--- src/rtl/uart_pkg.sv ---
// Shared definitions for the uart_trx block: FSM encodings and baud timing helpers.
package uart_pkg;

    typedef enum logic [2:0] {
        RX_IDLE      = 3'd0,
        RX_START     = 3'd1,
        RX_DATA      = 3'd2,
        RX_STOP      = 3'd3,
        RX_WAIT_IDLE = 3'd4
    } rx_state_e;

    typedef enum logic [1:0] {
        TX_IDLE  = 2'd0,
        TX_START = 2'd1,
        TX_DATA  = 2'd2,
        TX_STOP  = 2'd3
    } tx_state_e;

    function automatic int uart_div(input int clk_freq, input int uart_freq);
        return clk_freq / uart_freq;
    endfunction

    function automatic int uart_half(input int div);
        return div / 32'sd2;
    endfunction

    function automatic int uart_cnt_width(input int div);
        return $clog2(div + 32'sd1);
    endfunction

endpackage

--- src/rtl/uart_trx_sync2.sv ---
// Two-flop synchronizer for an asynchronous, idle-high input line.
module sync2 (
    input  logic clk,
    input  logic reset,
    input  logic d,
    output logic q
);

    logic meta_q;

    // Resolve metastability over two stages; both stages reset to the idle level.
    always_ff @(posedge clk or posedge reset) begin
        if (reset) begin
            meta_q <= 1'b1;
            q      <= 1'b1;
        end else begin
            meta_q <= d;
            q      <= meta_q;
        end
    end

endmodule

--- src/rtl/uart_trx.sv ---
// Full-duplex 8N1 UART: independent receive and transmit FSMs sharing one clock.
module uart_trx
    import uart_pkg::*;
#(
    parameter int CLK_FREQ  = 12000000,
    parameter int UART_FREQ = 115200
) (
    input  logic       clk,
    input  logic       reset,
    input  logic       rx,
    output logic       tx,
    output logic [7:0] rx_data,
    output logic       rx_ready,
    output logic       rx_stopbit,
    output logic       rx_frame_err,
    input  logic       tx_write,
    input  logic [7:0] tx_data,
    output logic       tx_finished,
    output logic       tx_busy,
    output logic       dbg_rx_inprogress,
    output logic       dbg_tx_inprogress
);

    localparam int DIV  = uart_div(CLK_FREQ, UART_FREQ);
    localparam int HALF = uart_half(DIV);
    localparam int CW   = uart_cnt_width(DIV);

    // Counters expire at zero, so loading N-1 yields exactly N cycles per interval.
    localparam logic [CW-1:0] BIT_LOAD  = CW'(DIV - 32'sd1);
    localparam logic [CW-1:0] HALF_LOAD = CW'(HALF - 32'sd1);
    localparam logic [CW-1:0] CNT_ZERO  = {CW{1'b0}};
    localparam logic [CW-1:0] CNT_ONE   = {{(CW-1){1'b0}}, 1'b1};

    logic rx_sync_s;

    sync2 u_rx_sync (
        .clk   (clk),
        .reset (reset),
        .d     (rx),
        .q     (rx_sync_s)
    );

    rx_state_e   rx_state_q, rx_state_d;
    logic [CW-1:0] rx_cnt_q, rx_cnt_d;
    logic [3:0]  rx_bits_q, rx_bits_d;
    logic [7:0]  rx_shift_q, rx_shift_d;
    logic [7:0]  rx_data_q, rx_data_d;
    logic        rx_prev_q;
    logic        rx_ready_q, rx_ready_d;
    logic        rx_stopbit_q, rx_stopbit_d;
    logic        rx_frame_err_q, rx_frame_err_d;
    logic        dbg_rx_q, dbg_rx_d;

    // Receive next-state: mid-bit sampling driven by the down-counter.
    always_comb begin
        rx_state_d     = rx_state_q;
        rx_cnt_d       = rx_cnt_q;
        rx_bits_d      = rx_bits_q;
        rx_shift_d     = rx_shift_q;
        rx_data_d      = rx_data_q;
        rx_ready_d     = 1'b0;
        rx_stopbit_d   = 1'b0;
        rx_frame_err_d = 1'b0;
        case (rx_state_q)
            RX_IDLE: begin
                if (rx_prev_q && !rx_sync_s) begin
                    rx_state_d = RX_START;
                    rx_cnt_d   = HALF_LOAD;
                end else begin
                    rx_state_d = RX_IDLE;
                end
            end
            RX_START: begin
                if (rx_cnt_q == CNT_ZERO) begin
                    if (!rx_sync_s) begin
                        rx_state_d = RX_DATA;
                        rx_cnt_d   = BIT_LOAD;
                        rx_bits_d  = 4'd0;
                    end else begin
                        rx_state_d = RX_IDLE;
                    end
                end else begin
                    rx_cnt_d = rx_cnt_q - CNT_ONE;
                end
            end
            RX_DATA: begin
                if (rx_cnt_q == CNT_ZERO) begin
                    rx_shift_d = {rx_sync_s, rx_shift_q[7:1]};
                    rx_cnt_d   = BIT_LOAD;
                    if (rx_bits_q == 4'd7) begin
                        rx_state_d   = RX_STOP;
                        rx_stopbit_d = 1'b1;
                    end else begin
                        rx_bits_d = rx_bits_q + 4'd1;
                    end
                end else begin
                    rx_cnt_d = rx_cnt_q - CNT_ONE;
                end
            end
            RX_STOP: begin
                if (rx_cnt_q == CNT_ZERO) begin
                    if (rx_sync_s) begin
                        rx_data_d  = rx_shift_q;
                        rx_ready_d = 1'b1;
                        rx_state_d = RX_IDLE;
                    end else begin
                        rx_frame_err_d = 1'b1;
                        rx_state_d     = RX_WAIT_IDLE;
                    end
                end else begin
                    rx_cnt_d = rx_cnt_q - CNT_ONE;
                end
            end
            RX_WAIT_IDLE: begin
                if (rx_sync_s) begin
                    rx_state_d = RX_IDLE;
                end else begin
                    rx_state_d = RX_WAIT_IDLE;
                end
            end
            default: begin
                rx_state_d = RX_IDLE;
            end
        endcase
        dbg_rx_d = (rx_state_d != RX_IDLE);
    end

    // Receive state and registered outputs.
    always_ff @(posedge clk or posedge reset) begin
        if (reset) begin
            rx_state_q     <= RX_IDLE;
            rx_cnt_q       <= CNT_ZERO;
            rx_bits_q      <= 4'd0;
            rx_shift_q     <= 8'h00;
            rx_data_q      <= 8'h00;
            rx_prev_q      <= 1'b1;
            rx_ready_q     <= 1'b0;
            rx_stopbit_q   <= 1'b0;
            rx_frame_err_q <= 1'b0;
            dbg_rx_q       <= 1'b0;
        end else begin
            rx_state_q     <= rx_state_d;
            rx_cnt_q       <= rx_cnt_d;
            rx_bits_q      <= rx_bits_d;
            rx_shift_q     <= rx_shift_d;
            rx_data_q      <= rx_data_d;
            rx_prev_q      <= rx_sync_s;
            rx_ready_q     <= rx_ready_d;
            rx_stopbit_q   <= rx_stopbit_d;
            rx_frame_err_q <= rx_frame_err_d;
            dbg_rx_q       <= dbg_rx_d;
        end
    end

    tx_state_e   tx_state_q, tx_state_d;
    logic [CW-1:0] tx_cnt_q, tx_cnt_d;
    logic [3:0]  tx_bits_q, tx_bits_d;
    logic [7:0]  tx_shift_q, tx_shift_d;
    logic        tx_q, tx_d;
    logic        tx_busy_q, tx_busy_d;
    logic        tx_finished_q, tx_finished_d;
    logic        dbg_tx_q, dbg_tx_d;

    // Transmit next-state; finished/busy are set one cycle early so they land in the last stop cycle.
    always_comb begin
        tx_state_d    = tx_state_q;
        tx_cnt_d      = tx_cnt_q;
        tx_bits_d     = tx_bits_q;
        tx_shift_d    = tx_shift_q;
        tx_d          = tx_q;
        tx_busy_d     = tx_busy_q;
        tx_finished_d = 1'b0;
        case (tx_state_q)
            TX_IDLE: begin
                if (tx_write) begin
                    tx_shift_d = tx_data;
                    tx_state_d = TX_START;
                    tx_cnt_d   = BIT_LOAD;
                    tx_d       = 1'b0;
                    tx_busy_d  = 1'b1;
                end else begin
                    tx_d = 1'b1;
                end
            end
            TX_START: begin
                if (tx_cnt_q == CNT_ZERO) begin
                    tx_d       = tx_shift_q[0];
                    tx_shift_d = {1'b0, tx_shift_q[7:1]};
                    tx_bits_d  = 4'd0;
                    tx_cnt_d   = BIT_LOAD;
                    tx_state_d = TX_DATA;
                end else begin
                    tx_cnt_d = tx_cnt_q - CNT_ONE;
                end
            end
            TX_DATA: begin
                if (tx_cnt_q == CNT_ZERO) begin
                    tx_cnt_d = BIT_LOAD;
                    if (tx_bits_q == 4'd7) begin
                        tx_state_d = TX_STOP;
                        tx_d       = 1'b1;
                    end else begin
                        tx_bits_d  = tx_bits_q + 4'd1;
                        tx_d       = tx_shift_q[0];
                        tx_shift_d = {1'b0, tx_shift_q[7:1]};
                    end
                end else begin
                    tx_cnt_d = tx_cnt_q - CNT_ONE;
                end
            end
            TX_STOP: begin
                if (tx_cnt_q == CNT_ZERO) begin
                    tx_state_d = TX_IDLE;
                end else if (tx_cnt_q == CNT_ONE) begin
                    tx_finished_d = 1'b1;
                    tx_busy_d     = 1'b0;
                    tx_cnt_d      = tx_cnt_q - CNT_ONE;
                end else begin
                    tx_cnt_d = tx_cnt_q - CNT_ONE;
                end
            end
            default: begin
                tx_state_d = TX_IDLE;
            end
        endcase
        dbg_tx_d = (tx_state_d != TX_IDLE);
    end

    // Transmit state and registered outputs.
    always_ff @(posedge clk or posedge reset) begin
        if (reset) begin
            tx_state_q    <= TX_IDLE;
            tx_cnt_q      <= CNT_ZERO;
            tx_bits_q     <= 4'd0;
            tx_shift_q    <= 8'h00;
            tx_q          <= 1'b1;
            tx_busy_q     <= 1'b0;
            tx_finished_q <= 1'b0;
            dbg_tx_q      <= 1'b0;
        end else begin
            tx_state_q    <= tx_state_d;
            tx_cnt_q      <= tx_cnt_d;
            tx_bits_q     <= tx_bits_d;
            tx_shift_q    <= tx_shift_d;
            tx_q          <= tx_d;
            tx_busy_q     <= tx_busy_d;
            tx_finished_q <= tx_finished_d;
            dbg_tx_q      <= dbg_tx_d;
        end
    end

    assign tx                = tx_q;
    assign tx_busy           = tx_busy_q;
    assign tx_finished       = tx_finished_q;
    assign dbg_tx_inprogress = dbg_tx_q;
    assign rx_data           = rx_data_q;
    assign rx_ready          = rx_ready_q;
    assign rx_stopbit        = rx_stopbit_q;
    assign rx_frame_err      = rx_frame_err_q;
    assign dbg_rx_inprogress = dbg_rx_q;

endmodule

--- config.mk ---
export PLATFORM = sky130hd
export DESIGN_NAME = uart_trx
export DESIGN_NICKNAME = d
export VERILOG_FILES = /design/src/rtl/uart_pkg.sv /design/src/rtl/uart_trx_sync2.sv /design/src/rtl/uart_trx.sv
export SDC_FILE = /design/constraint.sdc
export NUM_CORES = 1
export LEC_CHECK = 0
export BUFFER_PORTS_ARGS = -buffer_cell sky130_fd_sc_hd__clkbuf_2
export CORE_MARGIN = 2
export CORE_UTILIZATION = 63
export CTS_CLUSTER_SIZE = 20
export DETAILED_ROUTE_END_ITERATION = 16
export PLACE_DENSITY_LB_ADDON = 0.15
export SYNTH_ARGS = -nofsm -noshare
export SYNTH_HDL_FRONTEND = slang
export SYNTH_SLANG_ARGS = --single-unit
export TNS_END_PERCENT = 30
--- constraint.sdc ---
create_clock -name clk -period 5.3 [get_ports clk]
set_clock_uncertainty 0.15 [all_clocks]
set_input_delay 0.265 -clock clk [delete_from_list [all_inputs] [get_ports clk]]
set_output_delay 0.265 -clock clk [all_outputs]
set_load 0.01 [all_outputs]
==> results of run 1 <==
cells in the mapped netlist (3+ instances only):
cell	count	area share [%]
dfrtp_1	58	44
mux2_2	31	11
nor2_1	18	2.0
inv_1	17	1.9
o21ai_0	16	2.4
a21oi_1	15	2.3
nand2_1	13	1.5
ha_1	12	4.5
nand3_1	8	1.2
nor2b_1	7	1.3
a2bb2oi_1	6	1.6
clkbuf_1	6	0.68
nor3_1	6	0.91
o211ai_1	6	1.4
o31ai_1	6	1.4
a211o_1	5	1.3
dfstp_2	4	3.2
a22oi_1	3	0.68
mux2i_1	3	0.91
o21bai_1	3	0.68
o41ai_1	3	0.79
or2_2	3	0.57
or3_1	3	0.57
cells by family after synthesis:
logic type / synth area share, %
DFF: 47.0
xor gates and xnor gates: 0.264
and+or+nand+nor: 15.8
AOI/OAI and AO/OA: 17.3
buffers and inverters: 3.70
muxes: 11.4
adders and majority gates: 4.53
worst max-delay path by stage:
stage / cells past startpoint / slack (ns) / to
4_1_cts: 6 / 2.75 / tx_cnt_q[2]
3_3_place_gp: 6 / 2.87 / tx_cnt_q[2]
5_1_grt: 6 / 2.52 / tx_cnt_q[5]
6_report: 6 / 2.73 / tx_cnt_q[2]
3_5_place_dp: 6 / 2.77 / tx_cnt_q[5]
2_1_floorplan: 7 / 3.16 / tx_shift_q[0]
report_power, final:
part           switching, mW  total [mW]  internal, mW  leakage (nW)
sequential             0.113       0.693         0.580         0.787
combinational          0.357       0.658         0.301         0.800
clock                  0.197       0.420         0.223         0.101
total                  0.667        1.77          1.10          1.69
layer usage:
metal,track usage [%],vias to the layer above,part of all wire [%]
met4,9.64,0,0.68
met3,5.33,4,4.4
met5,0,-,0
met2,37.5,67,50
li1,-,1177,-
met1,28.0,1188,45
through the flow:
| step | util (%) | area, sq um | total power, mW |
|---|---|---|---|
| 2_1_floorplan | - | 3310 | 1.22 |
| 3_3_place_gp | 68.2 | 3480 | 1.33 |
| 3_5_place_dp | 68.2 | 3480 | 1.35 |
| 4_1_cts | 72.4 | 3700 | 1.78 |
| 5_1_grt | 72.4 | 3700 | 1.89 |
| 6_report | 72.4 | 3700 | 1.77 |
sequential cells by signal (all words and copies together) (netlist names), 2 cells and up:
name        count
tx_bits_q       4
tx_shift_q      8
tx_cnt_q        7
rx_data         8
rx_cnt_q        7
tx_state_q      2
rx_bits_q       4
rx_state_q      3
rx_shift_q      8
final cells by class:
type                            count  area, sq um  share of cell area [%]
Sequential cell                    62         1560                    42.1
Clock inverter                      7         77.6                    2.10
Multi-Input combinational cell    213         1630                    44.2
Timing Repair Buffer               29          153                    4.13
Tap cell                           70         87.6                    2.37
Inverter                           17         63.8                    1.73
Clock buffer                        9          124                    3.35
critical path, stage by stage, from the launching register on:
cell and delay, ns:
dfrtp_1 0.44, inv_1 0.11, ha_1 0.51, or2_2 0.40, a311oi_2 0.52, a21oi_1 0.14
a2bb2oi_1 0.15
==> results.py, run 1 <==
metrics = {
    "cts": {
        "cts_root_buf": "clkbuf_8",
        "holdBufCountCts": 1,
        "post_cts_buffers": 0,
        "cts_tree": "yes",
        "cts_num_sinks": 62,
        "htreeDepth": 3,
        "cts-resized-gates": 0,
        "clk_pin_slew_ns": 0.08,
        "clk_latency_ns": 0.34,
        "cts_buffers": 9,
        "cts_buffer_depth": 2,
    },
    "synth": {
        "async_flop_share_pct": 100,
        "synth_edf_count": 0,
        "ys.warnings.count": 0,
        "yosys.cell_types.count": 67,
        "syn-cell-area_sq_um": 3310,
        "syn_nets": 327,
        "synth_ff_type": "dfrtp_1",
        "syn_area_per_cell_sq_um": 10.9,
        "ys_ff_latch": 62,
        "postSynthCellCount": 303,
        "yosysSeqAreaShare_pct": 47.0,
    },
    "global_route": {
        "first_global_vias": 2345,
        "grtUsageTotal_pct": 22.5,
        "grt_max_degree": 63,
        "grt_pass1_wl_mm": 10.5,
        "grt_antenna_before_repair": 0,
        "grt_overflow": 0,
    },
    "setup_path": {
        "crit_fanout": 14,
        "worstSetupPathType": "reg -> reg",
        "ff2ff_path_depth": 6,
        "cp_data_required_time_ns": 5.34,
        "worst_setup_path_end_kind": "flip-flop",
        "crit_arrival_ns": 2.60,
        "critPathLaunchType": "flip-flop",
        "worstReg2RegStart": "tx_state_q[0]",
        "rrSetupSlack_ns": 2.73,
        "r2r-end": "tx_cnt_q[2]",
        "crit_path_start": "tx_state_q[0]",
    },
    "placed_design": {
        "dp_cells": 390,
        "portBuffers": 27,
        "hpwl_mm": 4.17,
        "gp_congestion": 0.864,
        "pre_cts_slack_ns": 2.77,
    },
    "final_layout": {
        "nNetsFinal": 356,
        "fin_cells": 407,
        "fillers": 393,
        "diodes": 0,
        "syn2layout_area_growth_pct": 11.6,
        "final_cell_mix": "dfrtp_1 (58), mux2_2 (31), clkbuf_2 (27)",
        "layout_commonest_cell": "dfrtp_1",
        "drive_above_1_share_pct": 29.4,
    },
    "timing": {
        "max-slew-margin-rel_pct": 38.5,
        "setup_viol": 0,
        "grt_setup_unrepaired": "false",
        "fin_crit_ns": 2.57,
        "setup_tns_ns": 0,
        "finalHoldViolCount": 58,
        "finalCritPeriodShare_pct": 48.4,
        "hold_slack_ns": -0.0257,
        "slew_violations": 0,
        "final.setup.worst_slack_ns": 2.73,
        "clock.fmax_mhz": 390,
        "tightest_slew_ns": 0.915,
    },
    "routing": {
        "postRouteAntennaNets": 0,
        "first_pass_iters": 5,
        "totalWireLength_mm": 6.16,
        "remaining_drc_errors": 0,
        "via_count": 2436,
        "detail_route.wl_per_cell_um": 15.1,
        "first_iter_violations": 193,
        "vias_per_cell": 5.99,
    },
    "flow_run": {
        "maxCapViolCount": 0,
    },
    "power_and_ir_drop": {
        "p_leak_nw": 1.69,
        "max-vdd-ir-drop_uv": 352,
        "p_per_area_nw_per_um2": 479,
    },
    "floorplan": {
        "initial_core_util_pct": 64.9,
        "coreArea_sq_um": 5110,
        "fp.dieH_um": 76.5,
        "die_w_um": 76.5,
        "rows": 26,
        "fp.dieArea_sq_um": 5860,
        "pin_count": 28,
    },
    "outcome": {
        "violations": "negative hold slack",
        "status": "finished with violations",
    },
    "min_path": {
        "hold_path.class": "in -> async",
    },
}
Power figures use the tool's default switching activity.
==> inputs of run 2 (changes only) <==
CORE_UTILIZATION = 54   (was 63)
clock period = 2.22 ns   (was 5.3 ns; I/O delays follow)
==> run 2 against run 1 <==
Compared with the run above: the flow now finishes without violations; combinational power rose to 2.8 times the previous value; sequential power is 140% higher; routed wire length up 16%; clock power grew to 2.7 times the previous value; sequential cell count unchanged; final area up 7.7%; critical path depth is 1 higher; core utilization is 5.2 points lower; critical path type unchanged; largest cell class unchanged; highest routed layer unchanged.
==> results.py, run 2 (synthesis gave the netlist of run 1 again) <==
metrics = {
    "floorplan": {
        "die_w_um": 82.3,
        "rows": 28,
        "coreArea_sq_um": 5920,
        "initial_core_util_pct": 56.0,
        "fp.dieArea_sq_um": 6780,
        "pin_count": 28,
        "fp.dieH_um": 82.3,
    },
    "global_route": {
        "grtUsageTotal_pct": 22.7,
        "grt_antenna_before_repair": 0,
        "grt_max_degree": 25,
        "first_global_vias": 2411,
        "grt_overflow": 0,
        "grt_pass1_wl_mm": 11.5,
    },
    "cts": {
        "cts_root_buf": "clkbuf_8",
        "post_cts_buffers": 0,
        "cts_tree": "yes",
        "htreeDepth": 3,
        "cts_buffers": 9,
        "cts_num_sinks": 62,
        "cts_buffer_depth": 2,
        "clk_latency_ns": 0.34,
        "clk_pin_slew_ns": 0.07,
    },
    "timing": {
        "fin_crit_ns": 2.10,
        "slew_violations": 0,
        "clock.fmax_mhz": 477,
        "max-slew-margin-rel_pct": 65.3,
        "finalCritPeriodShare_pct": 94.5,
        "tightest_slew_ns": 0.518,
        "setup_tns_ns": 0,
        "grt_setup_unrepaired": "true",
        "finalHoldViolCount": 0,
        "final.setup.worst_slack_ns": 0.122,
        "setup_viol": 0,
    },
    "final_layout": {
        "multi_input_area_sq_um": 1650,
        "ff_latch_area_sq_um": 1560,
        "layout_commonest_cell": "dfrtp_1",
        "nNetsFinal": 384,
        "diodes": 0,
        "final_util_pct": 67.2,
        "final_cell_mix": "dfrtp_1 (57), mux2_2 (31), clkbuf_2 (27)",
        "syn2layout_area_growth_pct": 20.1,
        "drive_above_1_share_pct": 33.4,
        "fillers": 477,
    },
    "placed_design": {
        "gp_congestion": 0.857,
        "pre_cts_slack_ns": 0.0399,
        "hpwl_mm": 4.91,
        "portBuffers": 27,
    },
    "setup_path": {
        "cp_data_required_time_ns": 2.35,
        "r2r-end": "tx_cnt_q[3]",
        "ff2ff_path_depth": 7,
        "rrSetupSlack_ns": 0.12,
        "cpMaxStageDelayCell": "dfrtp_2",
        "worstReg2RegStart": "tx_state_q[0]",
        "critPathMaxStageDelay_ns": 0.41,
        "worstSetupPathType": "reg -> reg",
        "worst_setup_path_end_kind": "flip-flop",
        "crit_arrival_ns": 2.23,
        "crit_fanout": 13,
        "crit_chain": "inv_1 -> ha_1 -> buf_4 -> nor2_1 -> a311o_1 -> nor4_1 -> a211o_1",
        "critPathLaunchType": "flip-flop",
    },
    "min_path": {
        "hp-start": "tx_data[4]",
        "min_path_cells": 3,
        "hold_path.class": "in -> reg",
        "holdPathEnd": "tx_shift_q[4]",
    },
    "power_and_ir_drop": {
        "max-vdd-ir-drop_uv": 714,
        "p_leak_nw": 1.83,
        "p_per_area_nw_per_um2": 1160,
    },
    "routing": {
        "postRouteAntennaNets": 0,
        "first_iter_violations": 149,
        "totalWireLength_mm": 7.14,
        "detail_route.wl_per_cell_um": 16.2,
        "vias_per_cell": 5.80,
        "remaining_drc_errors": 0,
        "via_count": 2553,
        "first_pass_iters": 4,
    },
    "outcome": {
        "status": "finished, final reports clean",
    },
    "flow_run": {
        "maxCapViolCount": 0,
    },
}
## run 2: metrics by stage
step	total power [mW]	cells	instance area [sq um]	hold WS, ns
2_1_floorplan	2.91	303	3310	-0.0345
3_3_place_gp	3.37	414	3630	-0.0138
3_5_place_dp	3.43	414	3630	0.00295
4_1_cts	4.60	440	3960	0.000374
5_1_grt	4.91	440	3980	0.0100
6_report	4.61	440	3980	0.0197
## run 2: worst max-delay path, delay by kind of cell, from the launching register on
family / cells / cell delay, ns
buffers and inverters: 2 / 0.30
adder cells (fa/ha/maj): 1 / 0.30
AO/OA/AOI/OAI: 2 / 0.52
flip-flops: 1 / 0.41
AND/OR/NAND/NOR: 2 / 0.37
## run 2: timing repair
| item | 4_1_cts | 5_1_grt |
|---|---|---|
| hold buffers | 10 | 0 |
| hold endpoints to repair | 33 | 0 |
| resized for setup | 0 | 5 |
| setup endpoints to repair | 0 | 28 |
## run 2: how the worst max path moves through the flow
| stage | cells after the start | end | start |
|---|---|---|---|
| after floorplan | 7 | tx_shift_q[0] | tx_state_q[0] |
| after detailed placement | 6 | rx_shift_q[3] | rx_cnt_q[1] |
| after global routing | 7 | tx_cnt_q[0] | tx_state_q[0] |
| after CTS | 6 | rx_shift_q[1] | rx_cnt_q[1] |
| final | 7 | tx_cnt_q[3] | tx_state_q[0] |
| after global placement | 6 | rx_shift_q[3] | rx_cnt_q[1] |
## run 2: final cells by class
cell class / instances / area share [%]
multi-input combinational: 213 / 41.5
timing repair buffer: 57 / 9.69
sequential: 62 / 39.2
tap: 75 / 2.36
inverter: 17 / 1.60
clock buffer: 9 / 3.11
clock inverter: 7 / 2.58
## run 2: metal layers
metal	routed length [um]	up-vias	share of wire (%)	track usage, %
met2	3580	62	50	36.9
li1	-	1236	-	-
met4	95	0	1.3	8.50
met5	0	-	0	0
met1	3190	1244	45	29.6
met3	272	11	3.8	5.00
## run 2: power by group
group | switching [mW] | total (mW) | internal (mW)
clock network | 0.503 | 1.15 | 0.648
logic | 0.934 | 1.81 | 0.879
registers | 0.261 | 1.65 | 1.39
total | 1.70 | 4.61 | 2.91
